File: src/rtl/otter_defines.sv
// Shared definitions for the OTTER multiply/divide unit.
// Holds the RV32M funct3 codes, the unit's FSM state type and fixed result constants.
// Pure declarations: no logic, no timing.
package otter_defines;

  localparam logic [2:0] MULDIV_MUL    = 3'b000;
  localparam logic [2:0] MULDIV_MULH   = 3'b001;
  localparam logic [2:0] MULDIV_MULHSU = 3'b010;
  localparam logic [2:0] MULDIV_MULHU  = 3'b011;
  localparam logic [2:0] MULDIV_DIV    = 3'b100;
  localparam logic [2:0] MULDIV_DIVU   = 3'b101;
  localparam logic [2:0] MULDIV_REM    = 3'b110;
  localparam logic [2:0] MULDIV_REMU   = 3'b111;

  typedef enum logic [1:0] {
    IDLE = 2'd0,
    CALC = 2'd1,
    FIX  = 2'd2,
    DONE = 2'd3
  } muldiv_state_t;

  // Quotient returned for any divide by zero.
  localparam logic [31:0] MULDIV_DIV0_Q = 32'hFFFF_FFFF;
  // Returned for divide requests when the divider is not built.
  localparam logic [31:0] MULDIV_BAD    = 32'hDEAD_DEAD;

endpackage

File: src/rtl/otter_div_iter.sv
// One restoring-division step: shift the next dividend bit into the remainder, subtract if it fits.
// Latency: combinational.
// Backpressure: none (pure function of its inputs).
module otter_div_iter (
  input  logic [31:0] rem_i,
  input  logic [31:0] quo_i,
  input  logic [31:0] div_i,
  output logic [31:0] rem_o,
  output logic [31:0] quo_o
);

  logic [32:0] trial;
  logic [32:0] diff;

  // quo_i holds the not-yet-consumed dividend bits in its top end; quotient bits enter at the bottom
  always_comb begin
    trial = {rem_i, quo_i[31]};
    diff  = trial - {1'b0, div_i};
    if (!diff[32]) begin
      rem_o = diff[31:0];
      quo_o = {quo_i[30:0], 1'b1};
    end else begin
      rem_o = trial[31:0];
      quo_o = {quo_i[30:0], 1'b0};
    end
  end

endmodule

File: src/rtl/otter_muldiv.sv
// Iterative RV32M multiply/divide unit; divide datapath only when OTTER_MULDIV_DIV_EN is defined.
// Latency: 33 cycles from accept to out_valid for normal ops, 1 for special cases.
// Backpressure: result held stable until out_ready; in_ready only while idle.
module otter_muldiv
  import otter_defines::*;
(
  input  logic        clk,
  input  logic        rst,
  input  logic        in_valid,
  output logic        in_ready,
  input  logic [31:0] src_a,
  input  logic [31:0] src_b,
  input  logic [2:0]  func,
  output logic        out_valid,
  input  logic        out_ready,
  output logic [31:0] result
);

  muldiv_state_t state_q;
  logic [4:0]    cnt_q;
  logic [63:0]   acc_q;       // product, or {remainder, dividend/quotient} when dividing
  logic [31:0]   opa_q;       // multiplicand magnitude, or divisor magnitude
  logic [31:0]   opb_q;       // multiplier magnitude, consumed MSB first
  logic [2:0]    func_q;
  logic          neg_q;       // negate product / quotient at FIX
  logic          in_ready_q;
  logic          out_valid_q;
  logic [31:0]   result_q;
`ifdef OTTER_MULDIV_DIV_EN
  logic          neg_rem_q;   // remainder takes the dividend's sign
`endif

  logic          sgn_a_en, sgn_b_en, sign_a, sign_b, special;
  logic [31:0]   mag_a, mag_b, special_res;

  // Request decode at accept: operand signedness, magnitudes and bypass cases
  always_comb begin
    sgn_a_en    = (func == MULDIV_MULH) || (func == MULDIV_MULHSU) ||
                  (func == MULDIV_DIV)  || (func == MULDIV_REM);
    sgn_b_en    = (func == MULDIV_MULH) || (func == MULDIV_DIV) || (func == MULDIV_REM);
    sign_a      = sgn_a_en & src_a[31];
    sign_b      = sgn_b_en & src_b[31];
    mag_a       = sign_a ? -src_a : src_a;
    mag_b       = sign_b ? -src_b : src_b;
    special     = 1'b0;
    special_res = '0;
`ifdef OTTER_MULDIV_DIV_EN
    if (func[2]) begin
      if (src_b == '0) begin
        special     = 1'b1;
        special_res = func[1] ? src_a : MULDIV_DIV0_Q;
      end else if (sgn_a_en && (src_a == 32'h8000_0000) && (src_b == 32'hFFFF_FFFF)) begin
        special     = 1'b1;
        special_res = func[1] ? 32'h0000_0000 : 32'h8000_0000;
      end
    end
`else
    if (func[2]) begin
      special     = 1'b1;
      special_res = MULDIV_BAD;
    end
`endif
  end

  logic [63:0] mul_step;
  logic [63:0] calc_d;

  // MSB-first shift-add: double the partial product, add the multiplicand if the next multiplier bit is set
  assign mul_step = {acc_q[62:0], 1'b0} + (opb_q[31] ? {32'b0, opa_q} : 64'b0);

`ifdef OTTER_MULDIV_DIV_EN
  logic [31:0] div_rem, div_quo;

  otter_div_iter u_div_iter (
    .rem_i (acc_q[63:32]),
    .quo_i (acc_q[31:0]),
    .div_i (opa_q),
    .rem_o (div_rem),
    .quo_o (div_quo)
  );

  assign calc_d = func_q[2] ? {div_rem, div_quo} : mul_step;
`else
  assign calc_d = mul_step;
`endif

  logic [63:0] prod;
  logic [31:0] fix_d;

  // Sign fix-up and result selection applied in the FIX state
  always_comb begin
    prod  = neg_q ? -acc_q : acc_q;
    fix_d = (func_q == MULDIV_MUL) ? prod[31:0] : prod[63:32];
`ifdef OTTER_MULDIV_DIV_EN
    if (func_q[2]) begin
      if (func_q[1]) fix_d = neg_rem_q ? -acc_q[63:32] : acc_q[63:32];
      else           fix_d = neg_q     ? -acc_q[31:0]  : acc_q[31:0];
    end
`endif
  end

  // Control FSM with registered handshake outputs, counter and datapath registers
  always_ff @(posedge clk) begin
    if (rst) begin
      state_q     <= IDLE;
      cnt_q       <= '0;
      acc_q       <= '0;
      opa_q       <= '0;
      opb_q       <= '0;
      func_q      <= '0;
      neg_q       <= 1'b0;
      in_ready_q  <= 1'b1;
      out_valid_q <= 1'b0;
      result_q    <= '0;
`ifdef OTTER_MULDIV_DIV_EN
      neg_rem_q   <= 1'b0;
`endif
    end else begin
      case (state_q)
        IDLE: begin
          if (in_valid) begin
            func_q     <= func;
            neg_q      <= sign_a ^ sign_b;
            cnt_q      <= '0;
            in_ready_q <= 1'b0;
`ifdef OTTER_MULDIV_DIV_EN
            neg_rem_q  <= sign_a;
`endif
            if (special) begin
              result_q    <= special_res;
              out_valid_q <= 1'b1;
              state_q     <= DONE;
            end else begin
              state_q <= CALC;
              if (func[2]) begin
                acc_q <= {32'b0, mag_a};
                opa_q <= mag_b;
              end else begin
                acc_q <= '0;
                opa_q <= mag_a;
                opb_q <= mag_b;
              end
            end
          end
        end
        CALC: begin
          acc_q <= calc_d;
          opb_q <= {opb_q[30:0], 1'b0};
          cnt_q <= cnt_q + 5'd1;
          if (cnt_q == 5'd31) state_q <= FIX;
        end
        FIX: begin
          result_q    <= fix_d;
          out_valid_q <= 1'b1;
          state_q     <= DONE;
        end
        DONE: begin
          if (out_ready) begin
            out_valid_q <= 1'b0;
            in_ready_q  <= 1'b1;
            state_q     <= IDLE;
          end
        end
        default: state_q <= IDLE;
      endcase
    end
  end

  assign in_ready  = in_ready_q;
  assign out_valid = out_valid_q;
  assign result    = result_q;

endmodule
File: config.mk
export PLATFORM = sky130hd
export DESIGN_NAME = otter_muldiv
export DESIGN_NICKNAME = d
export VERILOG_FILES = /design/src/rtl/otter_defines.sv /design/src/rtl/otter_div_iter.sv /design/src/rtl/otter_muldiv.sv
export SDC_FILE = /design/constraint.sdc
export NUM_CORES = 1
export LEC_CHECK = 0
export BUFFER_PORTS_ARGS = -buffer_cell sky130_fd_sc_hd__clkbuf_2
export CAP_MARGIN = 10
export CORE_ASPECT_RATIO = 2
export CORE_UTILIZATION = 50
export DETAILED_ROUTE_END_ITERATION = 8
export PLACE_DENSITY = 0.8
export SETUP_SLACK_MARGIN = 0.3
export SYNTH_ARGS = -nofsm -noshare
export SYNTH_HDL_FRONTEND = slang
export SYNTH_SLANG_ARGS = --single-unit
File: constraint.sdc
create_clock -name clk -period 10 [get_ports clk]
set_input_delay 1.5 -clock clk [delete_from_list [all_inputs] [get_ports clk]]
set_output_delay 1.5 -clock clk [all_outputs]
set_load 0.01 [all_outputs]
Word level (Yosys, flattened, before mapping)
Cells that the tools add are included.
{ "totals": {"output_inout_bits": 34, "ff_bits": 173} }
{ "classes": {"bitwise_logic": 4, "eq_ne": 14, "mux": 33, "reduce_logical": 20, "n_addsub": 5} }
{ "ops": {"columns": ["cell", "count"], "rows": [
  ["$mux 32", 12],
  ["$mux 64", 3],
  ["$pmux 32 s2", 2],
  ["$pmux 64 s2", 1],
  ["$add 64x32->64", 1],
  ["$neg 32->32", 2],
  ["$neg 64->64", 1],
  ["$reduce_and 3->1", 5],
  ["$ne 2x2->1 const B", 6],
  ["$pmux 5 s2", 1],
  ["$mux 2", 4],
  ["$pmux 2 s4", 1],
  ["$reduce_and 4->1", 2],
  ["$eq 3x3->1 const B", 2],
  ["$mux 1", 6],
  ["$reduce_bool 2->1", 3],
  ["$add 5x1->5 const B", 1],
  ["$eq 5x5->1 const B", 1],
  ["$logic_or 1x1->1", 5],
  ["$mux 5", 1],
  ["$eq 2x2->1 const B", 2],
  ["$reduce_and 2->1", 2],
  ["$eq 3x1->1 const B", 1],
  ["$eq 3x2->1 const B", 1],
  ["9 further kinds", 10]
]} }

Longest topological paths before layout
Gate-level depths: netlist of run 1.
{ "depth": {"ltp_word": 10, "mapped_depth": 15, "depth_no_buf": 13} }

Worst setup path before layout of run 1
Ideal clock, no wire load.
{ "synth_timing": {"path_type": "input to register", "startpoint": "input src_a[7]", "endpoint": "register opa_q[30]", "setup_slack_ns": 6.310, "arrival_time_ns": 3.604, "required_ns": 9.914, "path_buffers": 0, "path_stages": 9, "path_cell_list": "nor3_1 nand2_1 or4_1 or4_1 nor4_1 nand2b_1 o21ai_0 xor2_1 a211oi_1"} }
{ "synth_via": {"elab_chain_cells": 3} }
{ "synth_lines": {"columns": ["item", "line_no", "rtl"], "rows": [
  ["from (decl)", "otter_muldiv.sv:11", "input logic [31:0] src_a,"],
  ["$neg 32->32", "otter_muldiv.sv:43", "mag_a = sign_a ? -src_a : src_a;"],
  ["$mux 32", "otter_muldiv.sv:43", null],
  ["$mux 32", "otter_muldiv.sv:135", "if (func[2]) begin"],
  ["to (signal assigned)", "otter_muldiv.sv:137", "opa_q <= mag_b;"],
  ["to (signal assigned)", "otter_muldiv.sv:140", "opa_q <= mag_a;"],
  ["to (decl)", "otter_muldiv.sv:22", "logic [31:0] opa_q;"]
]} }
Every way passes these cells.
A chain may end at the register's enable or synchronous reset.

Final worst setup path of run 1
{ "layout_timing": {"startpoint": "register opb_q[31]", "endpoint": "register acc_q[50]"} }
{ "layout_via": {"elab_chain_cells": 3} }
{ "layout_lines": {"columns": ["item", "line_no", "rtl"], "rows": [
  ["from (decl)", "otter_muldiv.sv:23", "logic [31:0] opb_q;"],
  ["from (signal assigned)", "otter_muldiv.sv:141", "opb_q <= mag_b;"],
  ["from (signal assigned)", "otter_muldiv.sv:148", "opb_q <= {opb_q[30:0], 1'b0};"],
  ["$mux 32", "otter_muldiv.sv:69", "assign mul_step = {acc_q[62:0], 1'b0} + (opb_q[31] ? {32'b0, opa_q} : 64'b0);"],
  ["$add 64x32->64", "otter_muldiv.sv:69", null],
  ["$pmux 64 s2", "otter_muldiv.sv:119", "case (state_q)"],
  ["to (signal assigned)", "otter_muldiv.sv:136", "acc_q <= {32'b0, mag_a};"],
  ["to (signal assigned)", "otter_muldiv.sv:147", "acc_q <= calc_d;"],
  ["to (decl)", "otter_muldiv.sv:21", "logic [63:0] acc_q;"]
]} }
Every way passes these cells.

==> results.yml, run 1 <==
global_route:
  grt_antenna_before_repair: 0
  grt_first_pass_wirelength_mm: 55.3
  grt_util_all_layers: 0.286
  grt_pass1_vias: 11200
  grt-ovfl-total: 0
  grt_max_degree: 75
synth:
  synth_largest_area_cell: "dfxtp_1"
  netlist_top_cells_count: "nand2_1, dfxtp_1, o21ai_0"
  netlist-cell-type-count: 77
  synth_edf_count: 0
  synth_warnings: 0
  netlist_area_sq_um: 11800
  synth_seq_cells: 173
  async_reset_ff_frac: 0
  synth_ff_type: "dfxtp_1"
  synth_top_area_frac: 0.294
  synthCells: 1565
  synth.area.top_cells: "dfxtp_1, nand2_1, xor2_1"
  yosysMostFrequentCell: "nand2_1"
  avgSynthCellArea_sq_um: 7.53
  syn-num-nets: 1677
  seq_area_frac_synth: 0.294
detailed_routing:
  ant_nets: 0
  viasPerCell: 6.18
  drtPass1Iterations: 6
  drt-wirelength-per-cell_um: 18.5
  drt-total-wl_mm: 35.0
  drc: 0
  vias: 11700
  drt_iter0_markers: 689
die:
  die_h_um: 219
  core_sq_um: 23200
  io_pins: 105
  dieWidth_um: 111
  core.rowCount: 79
  dieArea_sq_um: 24200
  initial_utilization: 0.507
sta:
  fin_tns_setup_ns: 0
  hold_slack_ns: 0.446
  finClkSkew_ns: 0.0101
  fmax_ghz: 0.245
  worst_pin_slew_ns: 1.21
  final_max_slew_viol_count: 0
  period_share: 0.409
  setup_viol: 0
  rsz0062_at_grt: "false"
  slew_headroom: 0.190
  period_minus_slack_ns: 4.09
  hold_viol: 0
worst_hold_path:
  hold_depth: 2
  holdCritPathClass: "reg2reg"
layout:
  drive_above_1_share: 0.114
  final_cells: 1893
  final_nets: 1709
  diodes: 0
  design_area_sq_um: 13000
  syn_to_final_growth_pct: 10.2
worst_setup_path:
  crit_fanout: 33
  worstSetupPathType: "reg2reg"
  r2r_cells: 12
  critPathLaunch: "opb_q[31]$_SDFFE_PP0P_"
  critPathMaxStageDelay_ns: 0.85
  cp_slowest_cell: "dfxtp_1"
  endpoint: "acc_q[50]$_SDFFE_PP0P_"
  arrival_ns: 4.41
  required_ns: 10.32
  cp-start-kind: "flip-flop"
  reg2reg_to: "acc_q[50]$_SDFFE_PP0P_"
  reg2reg_slack_ns: 5.91
  path_cells: "and2_1 -> ha_1 -> o21ai_0 -> o21a_1 -> or4b_1 -> nand3_1 -> a31oi_1 -> o41a_1 -> buf_4 -> or2_0 -> o311ai_0 -> o211ai_1"
  end_kind: "flip-flop"
  reg2reg_from: "opb_q[31]$_SDFFE_PP0P_"
cts:
  clock_latency_ns: 0.45
  hold_buffers: 0
  clock_sinks: 173
  cts_buffers: 17
  cts_tree: "done"
  cts_max_level: 4
  clockRootBuffer: "clkbuf_16"
  clk_pin_slew_ns: 0.07
  clockBufferDepth: 2
  post_cts_resized: 0
  cts_setup_buffers: 0
status:
  outcome: "complete, no violations"
placement:
  placedCellCount: 1861
  dp_hpwl_mm: 26.1
  io_buffers: 104
  dpl-instance-area_sq_um: 12400
  gp_congestion: 0.983
pwr:
  switching_share: 0.368
  p_per_area_nw_per_um2: 171
  p_int_w: 0.00141
  combinationalPowerShare: 0.312
  ir_drop_mv: 0.148
  seq_power_share: 0.374
  pwr-share-clk: 0.313
  power_switching_w: 0.000819
  p_leak_nw: 5.05
flow_run:
  maxCapViolCount: 0
how the worst min path moves through the flow:
stage / start / to
final: opa_q[22]$_SDFFE_PP0P_ / opa_q[22]$_SDFFE_PP0P_
after global routing: opa_q[22]$_SDFFE_PP0P_ / opa_q[22]$_SDFFE_PP0P_
after CTS: opa_q[19]$_SDFFE_PP0P_ / opa_q[19]$_SDFFE_PP0P_
after detailed placement: opa_q[19]$_SDFFE_PP0P_ / opa_q[19]$_SDFFE_PP0P_
after global placement: opa_q[23]$_SDFFE_PP0P_ / opa_q[23]$_SDFFE_PP0P_
after floorplan: opa_q[17]$_SDFFE_PP0P_ / opa_q[17]$_SDFFE_PP0P_
routing by layer:
layer  track usage  wire length, um  vias up  share of wire
li1              -                -     5681              -
met1         0.272            12200     5466           0.35
met2         0.544            18700      403           0.54
met3        0.0489             1640      145          0.047
met4         0.215             2390        0          0.068
met5             0                0        -              0
layout make-up:
class | instances | area, sq um
inverters | 25 | 93.8
clock buffers | 19 | 453
well taps | 283 | 354
repair buffers | 120 | 643
clock inverters | 13 | 164
multi-input cells | 1260 | 7820
fillers | 2173 | 10200
flip-flops and latches | 173 | 3460
per-stage QoR:
step	setup slack (ns)	util	power [W]
after floorplan	6.31	-	0.00131
after global placement	5.82	0.533	0.00152
after CTS	5.92	0.559	0.00223
final	5.91	0.559	0.00223
after global routing	5.61	0.559	0.00233
after detailed placement	5.76	0.533	0.00153
layout by cell type (no fill, tap or decap), types with 6 or more instances in the layout:
cell,synthesis,routed
o21bai_1,6,6
nand4_1,11,11
buf_4,2,17
dfxtp_1,173,172
o211ai_1,17,17
nor2b_1,6,6
o221ai_1,6,6
nor3_1,26,26
a21o_1,15,15
o21ai_0,128,127
a22oi_1,18,18
nor2_1,111,109
nor4_1,19,19
a21oi_1,113,112
and2_1,38,38
inv_1,24,24
nand2_1,237,237
or2_2,9,9
and3_1,21,21
o31ai_1,26,26
xor2_1,101,101
clkbuf_16,0,17
clkbuf_2,0,103
nand2b_1,11,11
or3_1,15,15
o41ai_1,11,11
a31oi_1,15,15
ha_1,40,40
a221o_1,7,7
or4_1,17,17
nand3_1,40,40
xnor2_1,66,66
o22ai_1,14,14
a221oi_1,9,9
a211oi_1,32,32
cells by family (layout without fill, tap and decap cells):
group,after synthesis,count (layout),synth area share
simple gates,591,591,0.243
mux,5,5,0.00425
fa+ha+maj,41,41,0.0442
compound gates,456,456,0.245
buf+inv,132,177,0.0455
xor+xnor,167,167,0.124
flops,173,173,0.294
registers in the layout, indices dropped and copies added, names as in the netlist:
register	count
acc_q	64
cnt_q	5
func_q	3
in_ready	1
neg_q	1
opa_q	32
opb_q	32
out_valid	1
result	32
state_q	2
worst max-delay path: cells and delay by family, from the launching register on:
family | cells | cell delay, ns
compound gates | 6 | 1.42
fa+ha+maj | 1 | 0.23
buf+inv | 1 | 0.20
flops | 1 | 0.85
simple gates | 4 | 1.26
power by group through the flow:
stage	registers (W)	clock network [W]	logic [W]
floorplan	0.000834	0	0.000479
global placement	0.000846	0	0.000673
detailed placement	0.000849	0	0.000685
CTS	0.000834	0.000705	0.000688
global route	0.000844	0.000727	0.000764
finish	0.000834	0.000697	0.000695
Note: power is estimated with default switching activity, not from simulation.
==> run 2: changes to the inputs <==
PLACE_DENSITY = 0.82   (was 0.8)
clock period = 3.4 ns   (was 10 ns; I/O delays follow)
==> run 2 against run 1 <==
Effect of this change: total power rose to 3.1 times the previous value; combinational power rose to 3.3 times the previous value; critical endpoint is now acc_q[46]$_SDFFE_PP0P_; fmax is 21% higher; critical path depth grew 1; flip-flop and latch count stayed put.
==> results.yml, run 2 (synthesis gave the netlist of run 1 again) <==
layout:
  final_core_util: 0.616
  drive_above_1_share: 0.208
  syn_to_final_growth_pct: 21.5
  regMostFlops: "acc_q"
  fillers: 1976
  largest_reg_flops: 64
  final_common_cell: "nand2_1"
  diodes: 0
  mostFrequentLayoutCells: "nand2_1, dfxtp_1, o21ai_0, a21oi_1, nor2_1"
  final_nets: 1803
worst_setup_path:
  required_ns: 3.74
  critPathMaxStageDelay_ns: 0.56
  worstSetupPathType: "reg2reg"
  arrival_ns: 3.71
  cp-start-kind: "flip-flop"
  path_cells: "buf_12 -> and2_4 -> ha_4 -> and3_4 -> nand3_4 -> or4b_4 -> nand3_4 -> a31oi_4 -> o41a_1 -> buf_6 -> or4_4 -> xor2_1 -> o21ai_1"
  crit_fanout: 5
  cp_slowest_cell: "or4b_4"
  crit_path_frequent_cell: "nand3_4"
  end_kind: "flip-flop"
cts:
  clk_pin_slew_ns: 0.07
  cts_buffers: 17
  hold_buffers: 0
  clockBufferDepth: 2
  cts_tree: "done"
  clock_latency_ns: 0.46
  clock_sinks: 173
  cts_max_level: 4
  clockRootBuffer: "clkbuf_16"
global_route:
  grt_first_pass_wirelength_mm: 58.4
  grt_antenna_before_repair: 0
  grt_max_degree: 65
  grt_util_all_layers: 0.305
  grt-ovfl-total: 0
  grt_pass1_vias: 12000
placement:
  dp_hpwl_mm: 26.8
  gp_congestion: 1.00
  io_buffers: 104
die:
  core_sq_um: 23200
  dieWidth_um: 111
  initial_utilization: 0.507
  core.rowCount: 79
  io_pins: 105
  die_h_um: 219
  dieArea_sq_um: 24200
detailed_routing:
  drtPass1Iterations: 7
  viasPerCell: 6.15
  drc: 0
  drt_iter0_markers: 790
  drt-total-wl_mm: 37.6
  vias: 12200
  ant_nets: 0
  drt-wirelength-per-cell_um: 19.0
pwr:
  power_switching_w: 0.00252
  pwr-share-clk: 0.308
  seq_power_share: 0.356
  p_int_w: 0.00440
  combinationalPowerShare: 0.336
  p_per_area_nw_per_um2: 483
  switching_share: 0.364
  p_leak_nw: 5.73
  ir_drop_mv: 0.481
  power_w: 0.00692
sta:
  period_share: 0.991
  fmax_ghz: 0.297
  final_max_slew_viol_count: 0
  rsz0062_at_grt: "true"
  worst_pin_slew_ns: 1.12
  setup_viol: 0
  period_minus_slack_ns: 3.37
  hold_viol: 0
  finClkSkew_ns: 0.0134
  slew_headroom: 0.245
worst_hold_path:
  holdCritPathClass: "in2reg"
status:
  outcome: "complete, no violations"
flow_run:
  maxCapViolCount: 0
## run 2: cell count changes in the layout (fill, tap and decap cells not counted), moves of 5 or more
cell	before	now
and2_4	0	7
nand3_1	40	34
o21ai_2	1	6
nor4_1	19	12
o21ai_1	4	15
and2_1	38	31
o21ai_0	127	111
dfxtp_1	172	166
ha_1	40	28
ha_4	0	10
buf_6	0	6
buf_4	17	101
nor3_1	26	21
## run 2: routing by layer
layer  wire length (um)  GRT usage  share of wire  vias up
met4               2480      0.226          0.066        0
li1                   -          -              -     5850
met5                  0          0              0        -
met2              20300      0.578           0.54      483
met1              13000      0.288           0.35     5717
met3               1880     0.0558          0.050      167
## run 2: layout make-up
| class | instances | area, sq um | share of cell area |
|---|---|---|---|
| clock inverters | 10 | 160 | 0.0112 |
| multi-input cells | 1260 | 8350 | 0.583 |
| inverters | 25 | 93.8 | 0.00655 |
| repair buffers | 214 | 1410 | 0.0987 |
| well taps | 283 | 354 | 0.0247 |
| flip-flops and latches | 173 | 3480 | 0.243 |
| clock buffers | 21 | 470 | 0.0329 |
## run 2: metrics by stage
step	setup TNS [ns]	std cells	instance area, sq um	hold slack, ns	worst slack [ns]
floorplan	0	1565	11900	0.427	0.287
global placement	0	1931	13000	0.437	0.0282
detailed placement	-0.0393	1931	13000	0.442	-0.0393
CTS	0	1977	14000	0.321	0.118
global route	-0.832	1986	14300	0.346	-0.103
finish	0	1986	14300	0.342	0.0304
## run 2: path summary, 6_finish.rpt
kind                           from                      to  slack, ns  cells after the start
max reg2reg  opb_q[31]$_SDFFE_PP0P_  acc_q[46]$_SDFFE_PP0P_       0.03                     13
max          opb_q[31]$_SDFFE_PP0P_  acc_q[46]$_SDFFE_PP0P_       0.03                     13
min reg2reg  opb_q[13]$_SDFFE_PP0P_  opb_q[13]$_SDFFE_PP0P_       0.45                      2
min                         func[0]  func_q[0]$_SDFFE_PP0P_       0.34                      3
## run 2: power by group through the flow
stage                     clock (W)  combinational (W)  sequential (W)
after global placement            0            0.00210         0.00250
after floorplan                   0            0.00142         0.00246
final                       0.00213            0.00232         0.00246
after global routing        0.00223            0.00251         0.00249
after CTS                   0.00215            0.00221         0.00246
after detailed placement          0            0.00214         0.00251
## run 2: worst max-delay path: cells and delay by family, from the launching register on
kind	cells	cell delay, ns
flip-flops	1	0.37
AO/OA/AOI/OAI	3	0.53
buffers and inverters	2	0.29
AND/OR/NAND/NOR	6	1.65
XOR/XNOR	1	0.15
adder cells (fa/ha/maj)	1	0.26
## run 2: timing repair
item	in CTS	in global routing
pin swaps	13	26
gates resized for setup	57	54
setup endpoints to repair	43	47
buffers inserted	14	9
gates cloned	1	0
==> run 3: changes to the inputs <==
ABC_AREA = 1   (was unset)
PLACE_DENSITY = unset   (was 0.82)
PLACE_DENSITY_LB_ADDON = 0.05   (was unset)
==> run 3 against run 2 <==
Effect of this change: clock power fell by 4%; combinational power is 100% higher; critical path depth is 1 higher; hold slack got worse by 0.013 ns; synthesized cell count rose by 67%; global-route usage increased by 14 points; final area up 12%; total power grew 43%; register-to-register slack improved by 0.39 ns; utilization decreased by 6.0 points; synthesized area rose by 24%; largest cell class unchanged.
==> results.yml, run 3 <==
status:
  outcome: "complete, no violations"
global_route:
  grtUsageMet3: 0.167
  grt_busiest_layer: "met2"
  grt_pass1_vias: 17000
  grt_first_pass_wirelength_mm: 96.7
  use_met2: 0.711
  grt_util_all_layers: 0.443
  grt_antenna_before_repair: 1
  grt_max_degree: 81
  grt-ovfl-total: 0
  grt_use_met1: 0.405
layout:
  final_common_cell: "nand2_1"
  syn_to_final_growth_pct: 9.62
  mostFrequentLayoutCells: "nand2_1, inv_1, nor2_1, nand3_1, a21oi_1"
  drive_above_1_share: 0.0757
  design_area_sq_um: 16000
  multi_input_area_sq_um: 9440
  largest_reg_flops: 64
  final_nets: 2782
  fillers: 3221
  seq_area_sq_um: 3470
  diodes: 0
  regMostFlops: "acc_q"
synth:
  synth.area.top_cells: "dfxtp_1, nand2_1, inv_1"
  yosysMostFrequentCell: "nand2_1"
  synth_seq_cells: 173
  seq_area_frac_synth: 0.237
  netlist_area_sq_um: 14600
  synthCells: 2614
  synth_top_area_frac: 0.237
  async_reset_ff_frac: 0
  syn-num-nets: 2726
  synth_largest_area_cell: "dfxtp_1"
  netlist-cell-type-count: 51
  netlist_top_cells_count: "nand2_1, inv_1, nor2_1"
  synth_ff_type: "dfxtp_1"
  synth_edf_count: 0
  synth_warnings: 0
  avgSynthCellArea_sq_um: 5.60
detailed_routing:
  vias: 17500
  drt-total-wl_mm: 64.2
  drc: 0
  ant_nets: 0
  drt-wirelength-per-cell_um: 21.1
  viasPerCell: 5.74
  drt_iter0_markers: 1628
  drtPass1Iterations: 8
die:
  dieWidth_um: 123
  core.rowCount: 88
  dieArea_sq_um: 30000
  core_sq_um: 28800
  io_pins: 105
  initial_utilization: 0.507
  die_h_um: 244
cts:
  clk_pin_slew_ns: 0.07
  cts_buffers: 17
  hold_buffers: 0
  cts_tree: "done"
  cts_setup_buffers: 0
  cts_max_level: 4
  clock_sinks: 173
  clockRootBuffer: "clkbuf_16"
  clock_latency_ns: 0.47
  post_cts_resized: 0
  clockBufferDepth: 2
sta:
  rsz0062_at_grt: "false"
  slew_headroom: 0.402
  final_max_slew_viol_count: 0
  period_minus_slack_ns: 2.98
  finClkSkew_ns: 0.0136
  worst_pin_slew_ns: 0.893
  fmax_ghz: 0.336
  fin_tns_setup_ns: 0
  final.setup.worst_slack_ns: 0.420
  hold_viol: 0
  period_share: 0.876
  setup_viol: 0
placement:
  dpl-instance-area_sq_um: 15400
  pre_cts_ws_ns: 0.540
  io_buffers: 104
  dp_hpwl_mm: 48.1
  gp_congestion: 1.06
worst_setup_path:
  reg2reg_slack_ns: 0.42
  end_kind: "flip-flop"
  required_ns: 3.80
  r2r_cells: 14
  arrival_ns: 3.38
  reg2reg_from: "opb_q[31]$_SDFFE_PP0P_"
  worstSetupPathType: "reg2reg"
  reg2reg_to: "acc_q[23]$_SDFFE_PP0P_"
  crit_fanout: 22
  cp-start-kind: "flip-flop"
worst_hold_path:
  hp-start: "src_a[31]"
  hold_depth: 3
  worstHoldEndpoint: "opa_q[31]$_SDFFE_PP0P_"
  holdCritPathClass: "in2reg"
pwr:
  p_per_area_nw_per_um2: 616
  ir_drop_mv: 0.403
  p_leak_nw: 8.08
flow_run:
  maxCapViolCount: 0
==> run 3: worst max path at each step <==
stage	start	endpoint	slack (ns)	depth (start not counted)
final	opb_q[31]$_SDFFE_PP0P_	acc_q[23]$_SDFFE_PP0P_	0.42	14
after global routing	opb_q[31]$_SDFFE_PP0P_	acc_q[23]$_SDFFE_PP0P_	0.34	14
after CTS	opb_q[31]$_SDFFE_PP0P_	acc_q[61]$_SDFFE_PP0P_	0.54	17
after detailed placement	opb_q[31]$_SDFFE_PP0P_	acc_q[61]$_SDFFE_PP0P_	0.54	17
after global placement	opb_q[31]$_SDFFE_PP0P_	acc_q[61]$_SDFFE_PP0P_	0.60	17
after floorplan	opb_q[31]$_SDFFE_PP0P_	acc_q[57]$_SDFFE_PP0P_	0.85	19
==> run 3: report_power, final <==
| part | internal [W] | total [W] | switching [W] |
|---|---|---|---|
| registers | 0.00246 | 0.00312 | 0.000661 |
| clock network | 0.00113 | 0.00204 | 0.000917 |
| logic | 0.00145 | 0.00471 | 0.00327 |
==> run 3: cell type report <==
cell class / count / area share
timing repair buffer: 130 / 0.0470
multi-input combinational: 1993 / 0.589
clock inverter: 12 / 0.00850
inverter: 355 / 0.0831
clock buffer: 20 / 0.0285
tap: 360 / 0.0281
sequential: 173 / 0.216
==> run 3: worst max-delay path, stage by stage, from the launching register on <==
cell     delay (ns)
dfxtp_2        0.39
buf_12         0.18
nand2_1        0.07
inv_1          0.04
ha_1           0.49
nand2_1        0.18
nor2_1         0.25
and2_1         0.16
nand2_1        0.05
nand2_1        0.22
nand2_1        0.08
nand2_1        0.16
xor2_1         0.17
nand2_1        0.25
a21oi_1        0.20
==> run 3: logic make-up after synthesis <==
logic type | after synthesis | synth area share
AOI/OAI and AO/OA | 464 | 0.169
xor gates and xnor gates | 46 | 0.0275
adders and majority gates | 41 | 0.0356
buffers and inverters | 448 | 0.119
DFF | 173 | 0.237
and+or+nand+nor | 1442 | 0.412
==> run 3: metal layers <==
layer,part of all wire,wire length [um],vias to the layer above
met1,0.32,20300,7796
li1,-,-,8537
met4,0.13,8040,0
met5,0,0,-
met2,0.46,29800,775
met3,0.093,5990,366
==> run 3: per-stage QoR <==
| step | std cells | hold WS, ns | utilization | total power [W] |
|---|---|---|---|---|
| CTS | 3043 | 0.316 | 0.556 | 0.00964 |
| detailed placement | 3011 | 0.453 | 0.535 | 0.00760 |
| finish | 3043 | 0.328 | 0.556 | 0.00987 |
| global route | 3043 | 0.351 | 0.556 | 0.0105 |
| global placement | 3011 | 0.447 | 0.535 | 0.00754 |
| floorplan | 2614 | 0.426 | - | 0.00607 |
